$ cat src/rtl/voice_pkg.sv
// Shared constants and fill-FSM encoding for the voice wave player.
package voice_pkg;

  localparam int DATA_WIDTH = 16;
  localparam int WAVE_SIZE  = 32;
  localparam int CLS_HOLD   = 8;

  // One-hot, 8 bits wide to match the other voice-path FSMs.
  typedef enum logic [7:0] {
    FILL_IDLE  = 8'b0000_0001,
    FILL_FILL  = 8'b0000_0010,
    FILL_FLUSH = 8'b0000_0100
  } fill_state_e;

endpackage

$ cat src/rtl/voice_wave_bank.sv
// Ping-pong sample store: 2*WAVE_SIZE words, one write port, one registered read port.
module voice_wave_bank #(
  parameter int DW = 16,
  parameter int AW = 6
) (
  input  logic          clk_i,
  input  logic          rst_n_i,
  input  logic          we_i,
  input  logic [AW-1:0] waddr_i,
  input  logic [DW-1:0] wdata_i,
  input  logic          re_i,
  input  logic [AW-1:0] raddr_i,
  output logic [DW-1:0] rdata_o
);

  logic [DW-1:0] mem_q [2**AW];

  always_ff @(posedge clk_i) begin
    if (we_i) mem_q[waddr_i] <= wdata_i;
  end

  // The output register only moves on a read, so it naturally holds the last played sample.
  always_ff @(posedge clk_i or negedge rst_n_i) begin
    if (!rst_n_i)  rdata_o <= '0;
    else if (re_i) rdata_o <= mem_q[raddr_i];
  end

endmodule

$ cat src/rtl/voice_wave_player.sv
// Requests waves from the SDRAM voice FIFO into a ping-pong buffer and plays one sample per tick.
// Build option: VOICE_HOLD_LAST_EN repeats the last played sample on underrun instead of silence.
module voice_wave_player
  import voice_pkg::*;
#(
  parameter int WAVE_SIZE  = voice_pkg::WAVE_SIZE,
  parameter int DATA_WIDTH = voice_pkg::DATA_WIDTH,
  parameter int CLS_HOLD   = voice_pkg::CLS_HOLD
) (
  input  logic                  i_clk,
  input  logic                  i_rst_n,
  output logic                  o_rd,
  output logic                  o_cls_raddr,
  input  logic [DATA_WIDTH-1:0] i_rd_data,
  input  logic                  i_rd_ef,
  input  logic                  i_rd_done,
  input  logic                  i_flush,
  input  logic                  i_sample_tick,
  output logic [DATA_WIDTH-1:0] o_sample,
  output logic                  o_sample_vld,
  output logic                  o_underrun,
  output logic                  o_err,
  output fill_state_e           o_dbg_state
);

  localparam int AW = $clog2(WAVE_SIZE);
  localparam int CW = AW + 1;
  localparam int HW = $clog2(CLS_HOLD) + 1;
  localparam logic [CW-1:0] WS_C      = CW'(WAVE_SIZE);
  localparam logic [AW-1:0] IDX_LAST  = AW'(WAVE_SIZE - 1);
  localparam logic [HW-1:0] HOLD_LAST = HW'(CLS_HOLD - 1);
`ifdef VOICE_HOLD_LAST_EN
  localparam bit HOLD_LAST_EN = 1'b1;
`else
  localparam bit HOLD_LAST_EN = 1'b0;
`endif

  fill_state_e     state_q, state_d;
  logic [CW-1:0]   cnt_q, cnt_d;
  logic [AW-1:0]   idx_q, idx_d;
  logic [HW-1:0]   hold_q, hold_d;
  logic [1:0]      full_q, full_d;
  logic            wr_bank_q, wr_bank_d, rd_bank_q, rd_bank_d;
  logic            rd_q, rd_d, cls_q, cls_d, err_q, err_d;
  logic            vld_q, vld_d, udr_q, udr_d, show_q, show_d, have_last_q, have_last_d;
  logic            we, re;
  logic [DATA_WIDTH-1:0] ram_rdata;

  always_comb begin
    state_d     = state_q;
    cnt_d       = cnt_q;
    idx_d       = idx_q;
    hold_d      = hold_q;
    full_d      = full_q;
    wr_bank_d   = wr_bank_q;
    rd_bank_d   = rd_bank_q;
    rd_d        = rd_q;
    cls_d       = cls_q;
    err_d       = err_q;
    vld_d       = 1'b0;
    udr_d       = 1'b0;
    show_d      = show_q;
    have_last_d = have_last_q;
    we          = 1'b0;
    re          = 1'b0;

    case (state_q)
      FILL_IDLE: begin
        if (!full_q[wr_bank_q]) begin
          state_d = FILL_FILL;
          rd_d    = 1'b1;
          cnt_d   = '0;
        end
      end
      FILL_FILL: begin
        if (i_rd_ef) begin
          if (cnt_q < WS_C) begin
            we    = 1'b1;
            cnt_d = cnt_q + 1'b1;
          end else begin
            err_d = 1'b1;
          end
        end
        // A word arriving with done is counted before the length check.
        if (i_rd_done) begin
          full_d[wr_bank_q] = 1'b1;
          wr_bank_d         = ~wr_bank_q;
          rd_d              = 1'b0;
          state_d           = FILL_IDLE;
          if (cnt_d != WS_C) err_d = 1'b1;
        end
      end
      FILL_FLUSH: begin
        if (hold_q == HOLD_LAST) begin
          state_d = FILL_IDLE;
          cls_d   = 1'b0;
        end else begin
          hold_d = hold_q + 1'b1;
        end
      end
      default: state_d = FILL_IDLE;
    endcase

    // Fill only ever targets the bank not being played, so the two full_d updates never collide.
    if (i_sample_tick) begin
      vld_d = 1'b1;
      if (state_q == FILL_FLUSH || i_flush) begin
        udr_d  = 1'b1;
        show_d = 1'b0;
      end else if (full_q[rd_bank_q]) begin
        re          = 1'b1;
        show_d      = 1'b1;
        have_last_d = 1'b1;
        if (idx_q == IDX_LAST) begin
          idx_d             = '0;
          full_d[rd_bank_q] = 1'b0;
          rd_bank_d         = ~rd_bank_q;
        end else begin
          idx_d = idx_q + 1'b1;
        end
      end else begin
        udr_d  = 1'b1;
        show_d = 1'b0;
      end
    end

    if (i_flush) begin
      state_d = FILL_FLUSH;
      hold_d  = '0;
      rd_d    = 1'b0;
      cls_d   = 1'b1;
      we      = 1'b0;
    end
    if (i_flush || state_q == FILL_FLUSH) begin
      full_d      = '0;
      idx_d       = '0;
      cnt_d       = '0;
      rd_bank_d   = 1'b0;
      wr_bank_d   = 1'b0;
      err_d       = 1'b0;
      have_last_d = 1'b0;
    end
  end

  always_ff @(posedge i_clk or negedge i_rst_n) begin
    if (!i_rst_n) begin
      state_q     <= FILL_IDLE;
      cnt_q       <= '0;
      idx_q       <= '0;
      hold_q      <= '0;
      full_q      <= '0;
      wr_bank_q   <= 1'b0;
      rd_bank_q   <= 1'b0;
      rd_q        <= 1'b0;
      cls_q       <= 1'b0;
      err_q       <= 1'b0;
      vld_q       <= 1'b0;
      udr_q       <= 1'b0;
      show_q      <= 1'b0;
      have_last_q <= 1'b0;
    end else begin
      state_q     <= state_d;
      cnt_q       <= cnt_d;
      idx_q       <= idx_d;
      hold_q      <= hold_d;
      full_q      <= full_d;
      wr_bank_q   <= wr_bank_d;
      rd_bank_q   <= rd_bank_d;
      rd_q        <= rd_d;
      cls_q       <= cls_d;
      err_q       <= err_d;
      vld_q       <= vld_d;
      udr_q       <= udr_d;
      show_q      <= show_d;
      have_last_q <= have_last_d;
    end
  end

  voice_wave_bank #(
    .DW(DATA_WIDTH),
    .AW(AW + 1)
  ) u_bank (
    .clk_i   (i_clk),
    .rst_n_i (i_rst_n),
    .we_i    (we),
    .waddr_i ({wr_bank_q, cnt_q[AW-1:0]}),
    .wdata_i (i_rd_data),
    .re_i    (re),
    .raddr_i ({rd_bank_q, idx_q}),
    .rdata_o (ram_rdata)
  );

  assign o_rd         = rd_q;
  assign o_cls_raddr  = cls_q;
  assign o_err        = err_q;
  assign o_sample_vld = vld_q;
  assign o_underrun   = udr_q;
  assign o_dbg_state  = state_q;
  assign o_sample     = (show_q || (HOLD_LAST_EN && have_last_q)) ? ram_rdata : '0;

endmodule
$ cat config.mk
export PLATFORM = sky130hd
export DESIGN_NAME = voice_wave_player
export DESIGN_NICKNAME = d
export VERILOG_FILES = /design/src/rtl/voice_pkg.sv /design/src/rtl/voice_wave_bank.sv /design/src/rtl/voice_wave_player.sv
export SDC_FILE = /design/constraint.sdc
export NUM_CORES = 1
export LEC_CHECK = 0
export ABC_AREA = 1
export CAP_MARGIN = 20
export CORE_ASPECT_RATIO = 0.9
export CORE_UTILIZATION = 45
export DETAILED_ROUTE_END_ITERATION = 10
export SLEW_MARGIN = 20
export SYNTH_ARGS = -nofsm -noshare
export SYNTH_HDL_FRONTEND = slang
export SYNTH_HIERARCHICAL = 1
export SYNTH_SLANG_ARGS = --single-unit
$ cat constraint.sdc
create_clock -name i_clk -period 4.55 [get_ports i_clk]
set_input_delay 0.91 -clock i_clk [delete_from_list [all_inputs] [get_ports i_clk]]
set_output_delay 0.91 -clock i_clk [all_outputs]
set_load 0.02 [all_outputs]
After elaboration in Yosys (flattened, before gate mapping)

Memory sizes are Yosys's and may differ from the RTL's. A register that Yosys moved wholly into a read port is not among the register bits.
Cells that the tools add are included.

Add/subtract/negate cells: 3
Order comparisons: 5
Eq/ne operators: 11
Muxes and demuxes: 66
Bitwise logic cells: 5
Reduce and logical (&&, ||, !) cells: 21

Operator list:

| cell                                                             | count |
|---|---|
| 1-bit 2-to-1 mux                                                 | 38 |
| 8-bit 2-to-1 mux                                                 | 4 |
| 6-bit 2-to-1 mux                                                 | 5 |
| 8-bit case mux with 3 select lines                               | 1 |
| 5-bit 2-to-1 mux                                                 | 4 |
| 16-bit 2-to-1 mux                                                | 1 |
| 2-bit nonzero test                                               | 7 |
| 2-bit 2-to-1 mux                                                 | 6 |
| 4-bit 2-to-1 mux                                                 | 3 |
| 3-bit inequality test (second input constant)                    | 4 |
| 6-bit case mux with 2 select lines                               | 1 |
| 2-bit AND reduction                                              | 5 |
| 3-bit AND reduction                                              | 3 |
| 8-bit by 1-bit == test with 1-bit output (second input constant) | 1 |
| 8-bit by 2-bit == test with 1-bit output (second input constant) | 1 |
| 8-bit by 3-bit == test with 1-bit output (second input constant) | 1 |
| 6-bit by 1-bit adder with 6-bit output (second input constant)   | 1 |
| 6-bit < comparator (second input constant)                       | 1 |
| 6-bit inequality test (second input constant)                    | 1 |
| 3-bit nonzero test                                               | 2 |
| 5-bit by 1-bit adder with 5-bit output (second input constant)   | 1 |
| 5-bit == test (second input constant)                            | 1 |
| 4-bit by 1-bit adder with 4-bit output (second input constant)   | 1 |
| 4-bit by 3-bit == test with 1-bit output (second input constant) | 1 |
| 12 further kinds                                                 | 17 |

Bits in registers: 33
Bits in writable memories: 1024
Input port bits: 22
Logic and storage cells: 125
Memories kept: 1

Memories:

| memory       | words | width | read ports | clocked after memory_dff | wr ports | line                  | source |
|---|---|---|---|---|---|---|---|
| u_bank.mem_q | 64    | 16    | 1          | 1                        | 1        | voice_wave_bank.sv:16 | `logic [DW-1:0] mem_q [2**AW];` |

Longest topological paths before layout

Gate-level depths: netlist (run 1).

Word-level depth: 12
Mapped depth: 14
Mapped depth without buffers: 11

Modules after synthesis

Netlist (run 1), hierarchy kept.

By module, submodules not included:

| module            | times used | cells each | area an instance (um^2) | seq. area each (um^2) |
|---|---|---|---|---|
| voice_wave_bank   | 1          | 3505       | 42279.3                 | 31149.9 |
| voice_wave_player | 1          | 216        | 1619.1                  | 701.9 |

Worst setup path before layout (run 1)

No wires, ideal clock.

Path type: input to register
From: in i_flush
To: mem u_bank.mem_q[48][0], enable pin
Library setup time: 0.431 ns
Arrival time: 3.333 ns
Data required time: 4.119 ns
Slack: 0.787 ns
Stages: 6
Cells stage by stage: inv_1 > nand2_2 > nor2_1 > clkbuf_1 > nand4_1 > nor4_1

Cells in the longest elaborated chain, start to end: 3

Ends and longest elaborated chain:

| element                                | line                     | source |
|---|---|---|
| start: declaration                     | voice_wave_player.sv:17  | `input logic i_flush,` |
| 1-bit 2-to-1 mux                       | voice_wave_player.sv:127 | `if (i_flush) begin` |
| named net we                           | voice_wave_player.sv:46  | `logic we, re;` |
| 1-bit 2-to-1 mux                       | voice_wave_bank.sv:19    | `if (we_i) mem_q[waddr_i] <= wdata_i;` |
| 1-bit 2-to-1 mux (implied by the code) | voice_wave_bank.sv:19    |  |
| end: declaration                       | voice_wave_bank.sv:16    |  |

The timed path passes the listed nets, and every way through them passes these cells.

Final worst setup path (run 1)

From: reg show_q
To: out o_sample[11]

Cells in the longest elaborated chain, start to end: 1

Ends and longest elaborated chain:

| element                  | line                     | source |
|---|---|---|
| start: declaration       | voice_wave_player.sv:45  | `logic vld_q, vld_d, udr_q, udr_d, show_q, show_d, have_last_q, have_last_d;` |
| start signal: assignment | voice_wave_player.sv:174 | `show_q <= show_d;` |
| 16-bit 2-to-1 mux        | voice_wave_player.sv:199 | `assign o_sample = (show_q \|\| (HOLD_LAST_EN && have_last_q)) ? ram_rdata : '0;` |
| end: declaration         | voice_wave_player.sv:19  | `output logic [DATA_WIDTH-1:0] o_sample,` |

Every way passes these cells.

==> results of run 1 <==
[registers in the layout (all words and copies together) (netlist names)]
signal and count:
cnt_q 6, idx_q 5, o_rd 1, o_underrun 1, o_cls_raddr 1, u_bank/mem_q 1024
o_err 1, o_dbg_state 3, show_q 1, u_bank/rdata_o 16, o_sample_vld 1, wr_bank_q 1
rd_bank_q 1, full_q 2, hold_q 4
[stage by stage]
step                      total power, mW  cell area (um2)  util (%)
after floorplan                      13.2            43900         -
after global placement               14.1            45700      47.3
after detailed placement             14.1            45700      47.3
after CTS                            22.8            49100      50.9
after global routing                 23.5            49100      50.9
final                                22.8            49100      50.9
[synth_stat cells]
master    number  area (um2)
buf_2        105         526
nor3_1         5        25.0
nand2_1     1274        4780
nor2_1        74         278
edfxtp_1    1024       30700
nor4_1         8        50.1
nor3_4         3        48.8
inv_1         49         184
inv_2          6        22.5
o21bai_1       1        7.51
buf_4         28         210
o21ai_2        1        8.76
nand3_1      947        4740
conb_1         1        3.75
o22ai_1        2        12.5
dfrtp_1       43        1080
xor2_1         1        8.76
a21oi_2        1        8.76
a221oi_1       1        8.76
dfstp_2        1        26.3
buf_1         16        60.1
a31oi_1        1        6.26
o211ai_1       1        7.51
a22o_1         2        17.5
nand4_1       10        62.6
a21oi_1        8        40.0
clkbuf_1      28         105
buf_6         57         642
o31ai_1        2        15.0
nor2_4         2        22.5
inv_8          1        11.3
nand2_2        1        6.26
buf_8          1        15.0
ha_1           4        50.1
or2_1          1        6.26
o21ai_0       11        55.1
[power groups by stage]
| stage | sequential (mW) | combinational [mW] | clock [mW] |
|---|---|---|---|
| 6_report | 10.9 | 3.07 | 8.81 |
| 5_1_grt | 10.9 | 3.34 | 9.30 |
| 4_1_cts | 10.9 | 3.03 | 8.92 |
| 3_5_place_dp | 11.1 | 3.02 | 0 |
| 3_3_place_gp | 11.1 | 3.00 | 0 |
| 2_1_floorplan | 11.0 | 2.17 | 0 |
[worst paths after layout]
kind                       slack [ps]                        endpoint  cells after the start
max                              1100                    o_sample[11]                      3
max in group asynchronous        3870            idx_q[2]$_DFFE_PN0P_                      1
min reg2reg                       490  u_bank/rdata_o[11]$_DFFE_PN0P_                      2
min in group i_clk                490  u_bank/rdata_o[11]$_DFFE_PN0P_                      2
min                               220              show_q$_DFFE_PN0P_                      1
max reg2reg                      1660   u_bank/rdata_o[4]$_DFFE_PN0P_                     12
[metal layers]
layer	part of all wire, %	track usage (%)	up-vias
met5	0	0	-
met4	2.7	7.08	0
met3	8.8	3.98	205
met2	45	37.2	1266
met1	44	36.8	14220
li1	-	-	13235
[cells by family after synthesis]
kind of cell | Yosys count
flip-flops | 1068
AND/OR/NAND/NOR | 2325
adder cells (fa/ha/maj) | 4
XOR/XNOR | 1
other | 1
AO/OA/AOI/OAI | 31
buffers and inverters | 291
[layout make-up]
type	instances	area, um2
fill	8422	47300
tap	1265	1580
clock buffer	135	2850
clock inverter	68	646
timing repair buffer	194	1640
inverter	56	236
multi-input combinational	2366	10300
sequential	1068	31900
==> impl_results.md, run 1 <==
- RD Place Congestion: 0.890
- Status: complete, no violations
- Max-cap violations: 0
- Root Buffer: clkbuf_16
- Internal power: 16.6 mW
- Most common cell after layout, fill and taps aside: nand2_1
- Critical path's largest stage delay: 740 ps
- Period minus WS final: 3450 ps
- Buffers on Ports: 45
- WP buf/inv: 2
- Crit Path Class: reg2out
- CTS tree: yes
- Worst slew pin tran: 1100 ps
- Tcrit/Tclk final: 75.9%
- Layout cells sized above 1: 9.11%
- Post-CTS Setup Bufs: 0
- Largest net degree at the start of global routing: 183
- Final hold viol count: 0
- DRT Wirelength: 123 mm
- Fmax: 0.290 GHz
- Worst Skew: 20.3 ps
- Crit end category: output port
- Yosys cell types: 36
- Max Slew Vio Count: 0
- Post-DP HPWL: 74.4 mm
- DR vias: 28926
- Final setup margin: 1100 ps
- Area Growth Syn to Fin: 12.0%
- Main combinational cell family by area after synthesis: simple AND/OR/NAND/NOR gates
- Clock power frac: 38.7%
- Top cell family by delay on the critical path: flip-flops
- Non-filler cells, final: 5152
- Die Ht: 298 um
- Synthesized flop and latch total: 1068
- N_diodes: 0
- CP arrival: 2540 ps
- DR pass1 iterations: 5
- Post-CTS resize count: 0
- Core Area: 96500 um2
- Mux contribution to synthesized area: 0%
- Cells after Synth: 3721
- I/O pin total: 51
- Starting DRT DRC Count: 4015
- Die ar.: 98800 um2
- Sw power: 6.14 mW
- Pwr/cell area: 463 nW/um2
- Clock latency at the later pin of the worst-skew pair: 690 ps
- Syn. warnings: 6
- Mapped Area: 43900 um2
- Clock slew at reported path FFs: 60 ps
- Clk sinks: 1068
- Critical Path Start Type: flip-flop
- # setup viols final: 0
- Synth Area in XOR/XNOR: 0.0200%
- CTS Buf Count: 107
- Placed insts: 4949
- Initial antenna violation count: 1
- Fin Hold WS: 219 ps
- Lkg Pwr: 17.7 nW
- Number of core rows: 108
- Switching share of power: 27.0%
- Post-synthesis sequential area ratio: 72.6%
- RSZ-0062 raised after global routing: no
- Residual DRC: 0
- Area share of fa/ha/maj cells after synthesis: 0.114%
- Grt total ovfl: 0
- Antenna-violating nets left: 0
- Worst hold path class: in2async
- Syn avg cell area: 11.8 um2
- Vias/cell: 5.61
- Routed WL per cell: 23.8 um
- First-pass GRT wire length: 179 mm
- Die X-Extent: 331 um
- Cell Chain, Critical Path: nand2_1, inv_1, clkdlybuf4s50_1
- Max IR drop VDD: 0.000402 V
- Gr usage total: 24.6%
- Crit path required time: 3640 ps
- Initial core utilization: 45.5%
- Cts hold-fix bufs: 0
- Crit path from: show_q$_DFFE_PN0P_
- Most frequent cells in the layout: nand2_1 (1274), edfxtp_1 (1024), nand3_1 (947)
- Clock Tree Buf Depth: 3
- Seq pwr share: 47.8%
- Setup TNS: 0 ps
- Compound-Gate Fraction of Synth Area: 0.428%
- DP Worst Slack: 912 ps
- Synth Area in Simple Gates: 22.8%
- Combinational Power Share: 13.5%
- H-tree lvl count: 3
- RR Startpoint: idx_q[0]$_DFFE_PN0P_
- Slew headroom: 26.9%
- CP Max Fanout: 17
- CP max stage cell: dfrtp_1
- Fin nets: 3819
- Number of global-route vias before repair: 27105
No activity file was read; power rests on OpenSTA's default activity.
==> run 2, diff against run 1 <==
==> constraint.sdc (replaced) <==
create_clock -name i_clk -period 3.3 [get_ports i_clk]
set_input_delay 0.66 -clock i_clk [delete_from_list [all_inputs] [get_ports i_clk]]
set_output_delay 0.66 -clock i_clk [all_outputs]
set_load 0.02 [all_outputs]
==> run 2 against run 1 <==
Against the previous run: critical path depth stayed put; non-clock buffer count up 16; die area did not move; hold slack got worse by 170 ps; via count rose by 0.66%; combinational power up 42%; first-iteration DRC count grew 6.8%; utilization is 0.22 points higher; clock power rose by 31%; sequential share of layout area fell by 0.28 points.
==> impl_results.md, run 2 (synthesized netlist as in run 1, its figures left out) <==
- Core Area: 96500 um2
- N_diodes: 0
- Max IR drop VDD: 0.000427 V
- Root Buffer: clkbuf_16
- Status: complete, no violations
- Initial antenna violation count: 1
- Placed insts: 4965
- Worst Skew: 29.7 ps
- Design Power: 30.9 mW
- CP arrival: 2460 ps
- Die X-Extent: 331 um
- Setup TNS: 0 ps
- RD Place Congestion: 0.920
- Slew headroom: 27.0%
- CTS tree: yes
- Crit Path Class: reg2out
- Area Growth Syn to Fin: 12.4%
- CTS Buf Count: 107
- Final core occ: 51.2%
- Initial core utilization: 45.5%
- Max-cap violations: 0
- Placed Area: 46100 um2
- Number of core rows: 108
- Cell Chain, Critical Path: nand2_1, inv_1, clkdlybuf4s50_1
- Fmax: 0.320 GHz
- Buffers on Ports: 45
- Grt total ovfl: 0
- Final setup margin: 175 ps
- Most frequent cells in the layout: nand2_1 (1274), edfxtp_1 (1024), nand3_1 (947)
- Tcrit/Tclk final: 94.7%
- Post-route cell area: 49400 um2
- Starting DRT DRC Count: 4289
- Clock slew at reported path FFs: 60 ps
- Largest Register: u_bank/mem_q
- Lkg Pwr: 17.8 nW
- Die ar.: 98800 um2
- # setup viols final: 0
- Pwr/cell area: 626 nW/um2
- Crit end category: output port
- Most common cell after layout, fill and taps aside: nand2_1
- Number of global-route vias before repair: 27349
- Fin nets: 3835
- DR pass1 iterations: 8
- Final hold viol count: 0
- Die Ht: 298 um
- Critical Path Start Type: flip-flop
- Critical path's largest stage delay: 720 ps
- Cts hold-fix bufs: 0
- Largest registers: u_bank/mem_q x1024, u_bank/rdata_o x16, cnt_q x6
- Layout cells sized above 1: 8.89%
- I/O pin total: 51
- Crit path required time: 2640 ps
- Post-CTS Setup Bufs: 0
- Fill cells: 8441
- RSZ-0062 raised after global routing: no
- Max Slew Vio Count: 0
- H-tree lvl count: 3
- Top cell family by delay on the critical path: flip-flops
- Post-DP HPWL: 76.4 mm
- Clk sinks: 1068
- Largest net degree at the start of global routing: 112
- Post-CTS resize count: 0
- First-pass GRT wire length: 183 mm
- Max reg flops: 1024
- CP max stage cell: dfrtp_1
- Worst slew pin tran: 1090 ps
- Antenna-violating nets left: 0
- Clock latency at the later pin of the worst-skew pair: 680 ps
- DR vias: 29118
- Fin Hold WS: 50.8 ps
- Period minus WS final: 3120 ps
- Residual DRC: 0
- Clock Tree Buf Depth: 3
- CP Max Fanout: 17
- Worst hold path class: in2async
- Gr usage total: 25.3%
- Non-filler cells, final: 5158
- Vias/cell: 5.65
- DRT Wirelength: 126 mm
- WP buf/inv: 2
- DP Worst Slack: 264 ps
- Routed WL per cell: 24.4 um
run 2: final cells by class:
class | count | area (um2) | area share [%]
Multi-Input combinational cell | 2366 | 10300 | 20.9
Clock inverter | 44 | 322 | 0.651
Timing Repair Buffer | 210 | 2060 | 4.17
Clock buffer | 149 | 2960 | 6.00
Tap cell | 1265 | 1580 | 3.21
Inverter | 56 | 236 | 0.479
Sequential cell | 1068 | 31900 | 64.6
run 2: power breakdown:
part           internal [mW]  switching [mW]
sequential              14.9          0.0869
clock                   6.59            4.95
combinational           1.12            3.24
total                   22.6            8.28
run 2: per-layer routing:
| metal | GRT usage (%) | vias up | wire length (um) |
|---|---|---|---|
| li1 | - | 13265 | - |
| met1 | 38.4 | 14243 | 55000 |
| met2 | 37.4 | 1404 | 55600 |
| met3 | 4.17 | 206 | 11900 |
| met4 | 7.43 | 0 | 3460 |
| met5 | 0 | - | 0 |
run 2: worst paths after layout:
path / startpoint / to / slack, ps / cells after the start
hold reg to reg: u_bank/rdata_o[9]$_DFFE_PN0P_ / u_bank/rdata_o[9]$_DFFE_PN0P_ / 480 / 2
max in group asynchronous: i_rst_n / u_bank/rdata_o[11]$_DFFE_PN0P_ / 2540 / 2
setup / recovery: show_q$_DFFE_PN0P_ / o_sample[7] / 180 / 3
setup reg to reg: idx_q[1]$_DFFE_PN0P_ / u_bank/rdata_o[15]$_DFFE_PN0P_ / 600 / 11
min in group i_clk: u_bank/rdata_o[9]$_DFFE_PN0P_ / u_bank/rdata_o[9]$_DFFE_PN0P_ / 480 / 2
hold / removal: i_rst_n / o_sample_vld$_DFF_PN0_ / 50 / 1
==> RTL change (flow settings as in run 2) <==
Make the reset (`i_rst_n` and `rst_n_i`) synchronous in 2 clocked blocks.
--- a/src/rtl/voice_wave_bank.sv
+++ b/src/rtl/voice_wave_bank.sv
@@ -20,7 +20,7 @@
   end
 
   // The output register only moves on a read, so it naturally holds the last played sample.
-  always_ff @(posedge clk_i or negedge rst_n_i) begin
+  always_ff @(posedge clk_i) begin
     if (!rst_n_i)  rdata_o <= '0;
     else if (re_i) rdata_o <= mem_q[raddr_i];
   end
--- a/src/rtl/voice_wave_player.sv
+++ b/src/rtl/voice_wave_player.sv
@@ -142,7 +142,7 @@
     end
   end
 
-  always_ff @(posedge i_clk or negedge i_rst_n) begin
+  always_ff @(posedge i_clk) begin
     if (!i_rst_n) begin
       state_q     <= FILL_IDLE;
       cnt_q       <= '0;
Formal check against the unedited RTL: differs if i_rst_n is asserted again (counterexample within 4 cycles, from zero or initial values and one cycle with i_rst_n low); with i_rst_n held inactive, the same outputs for 4 cycles.
==> RTL change against run 2 <==
  * The run now ends with DRC left
  * Wire length down 4.2%
  * Die area down 0.54%
  * Worst hold slack better by 170 ps
  * Design area about the same
  * Final cell count up 0.31%
  * Synthesized cell count up 0.59%
  * Sequential cell count unchanged
  * Area after synthesis down 0.54%
  * Worst setup slack better by 200 ps
  * Global-route usage down 0.70 points
  * Clock skew down 7.1 ps
  * Count of clock-buffer cells in the layout up 5
  * Largest cell class unchanged
Power is not compared: it rests on default switching activity, and its combinational part moved more than twofold at a synthesized area within 25%.
==> RTL change: results (changes against run 2) <==
- Slowest stage delay, CP: 610 ps (-110 ps)
- Clock Network Area Fraction: 6.75% (+0.10 points)
- Ranking of synthesized cells by area: edfxtp_1 (70%), nand3_1 (11%), nand2_1 (10%)
- Synth Area in Compound Gates: 0.464% (+0.037 points)
- R2R setup slack: 740 ps (+140 ps)
- Gp weighted congestion: 0.907 (-1.5%)
- Critical Path Start: show_q
- XOR/XNOR share of the synthesized area: 0.0201% (+0.00011 points)
- # DRC: 1 (+1)
- FF-to-FF Start: idx_q[1]
- Multi-input comb cells: 2,370 (+0.17%)
- Worst path arrival time: 2270 ps (-190 ps)
- NumNets Final: 3,847 (+0.31%)
- Final setup margin: 370 ps (+195 ps)
- Seq/Total Area, Yosys: 72.4% (-0.11 points)
- Final Skew: 22.6 ps (-7.06 ps)
- Failing checks: DRC
- Reg-to-Reg End: u_bank/rdata_o[14]
- Outcome: finished, violations left
- Unique cell type count in the Yosys netlist: 35 (-2.8%)
- Number of clock buffers inserted by TritonCTS: 108 (+0.93%)
- Delay-heaviest family, CP: buffers and inverters
- Initial antenna violation count: 0 (-1)
- Layout fillers: 8,263 (-2.1%)
- HP Class: primary input to register
- Pre-Repair DR Iteration Count: 11 (+3)
- Slowest cell on crit path: clkdlybuf4s50_1
- Signal buf overhead: 4.30% (+0.13 points)
- First-pass GRT wire length: 177 mm (-2.9%)
- Cell Area, Placed: 46,000 µm² (about the same)
- First DRT Iteration DRCs: 3,959 (-7.7%)
- Post-Synthesis Cells: 3,743 (+0.59%)
- Non-CTS inverters: 73 (+30%)
RTL change: cell types whose count changed in the layout (fill, tap and decap cells not counted), sizes merged, moves of 5 or more:
cell / delta
inv: +19
nand2: -54
buf: -11
dfrtp: -43
clkbuf: +5
nand3: +18
dfxtp: +44
a21oi: +6
nor2: +40
RTL change: per-layer routing:
metal | share of wire (%) | track usage (%) | up-vias
met3 | 8.8 | 4.47 | 192
met1 | 43 | 36.8 | 14073
met4 | 2.9 | 7.35 | 0
li1 | - | - | 13309
met5 | 0 | 0 | -
met2 | 45 | 36.4 | 1321
RTL change: worst min path at each step:
stage                  startpoint                    to  slack (ps)  cells past startpoint
finish              i_rd_data[14]  u_bank/mem_q[24][14]         230                      1
global route         i_rd_data[9]   u_bank/mem_q[25][9]         210                      1
CTS                 i_rd_data[14]  u_bank/mem_q[24][14]         200                      1
detailed placement           o_rd                  o_rd         460                      2
global placement             o_rd                  o_rd         460                      2
floorplan               hold_q[0]             hold_q[0]         450                      1
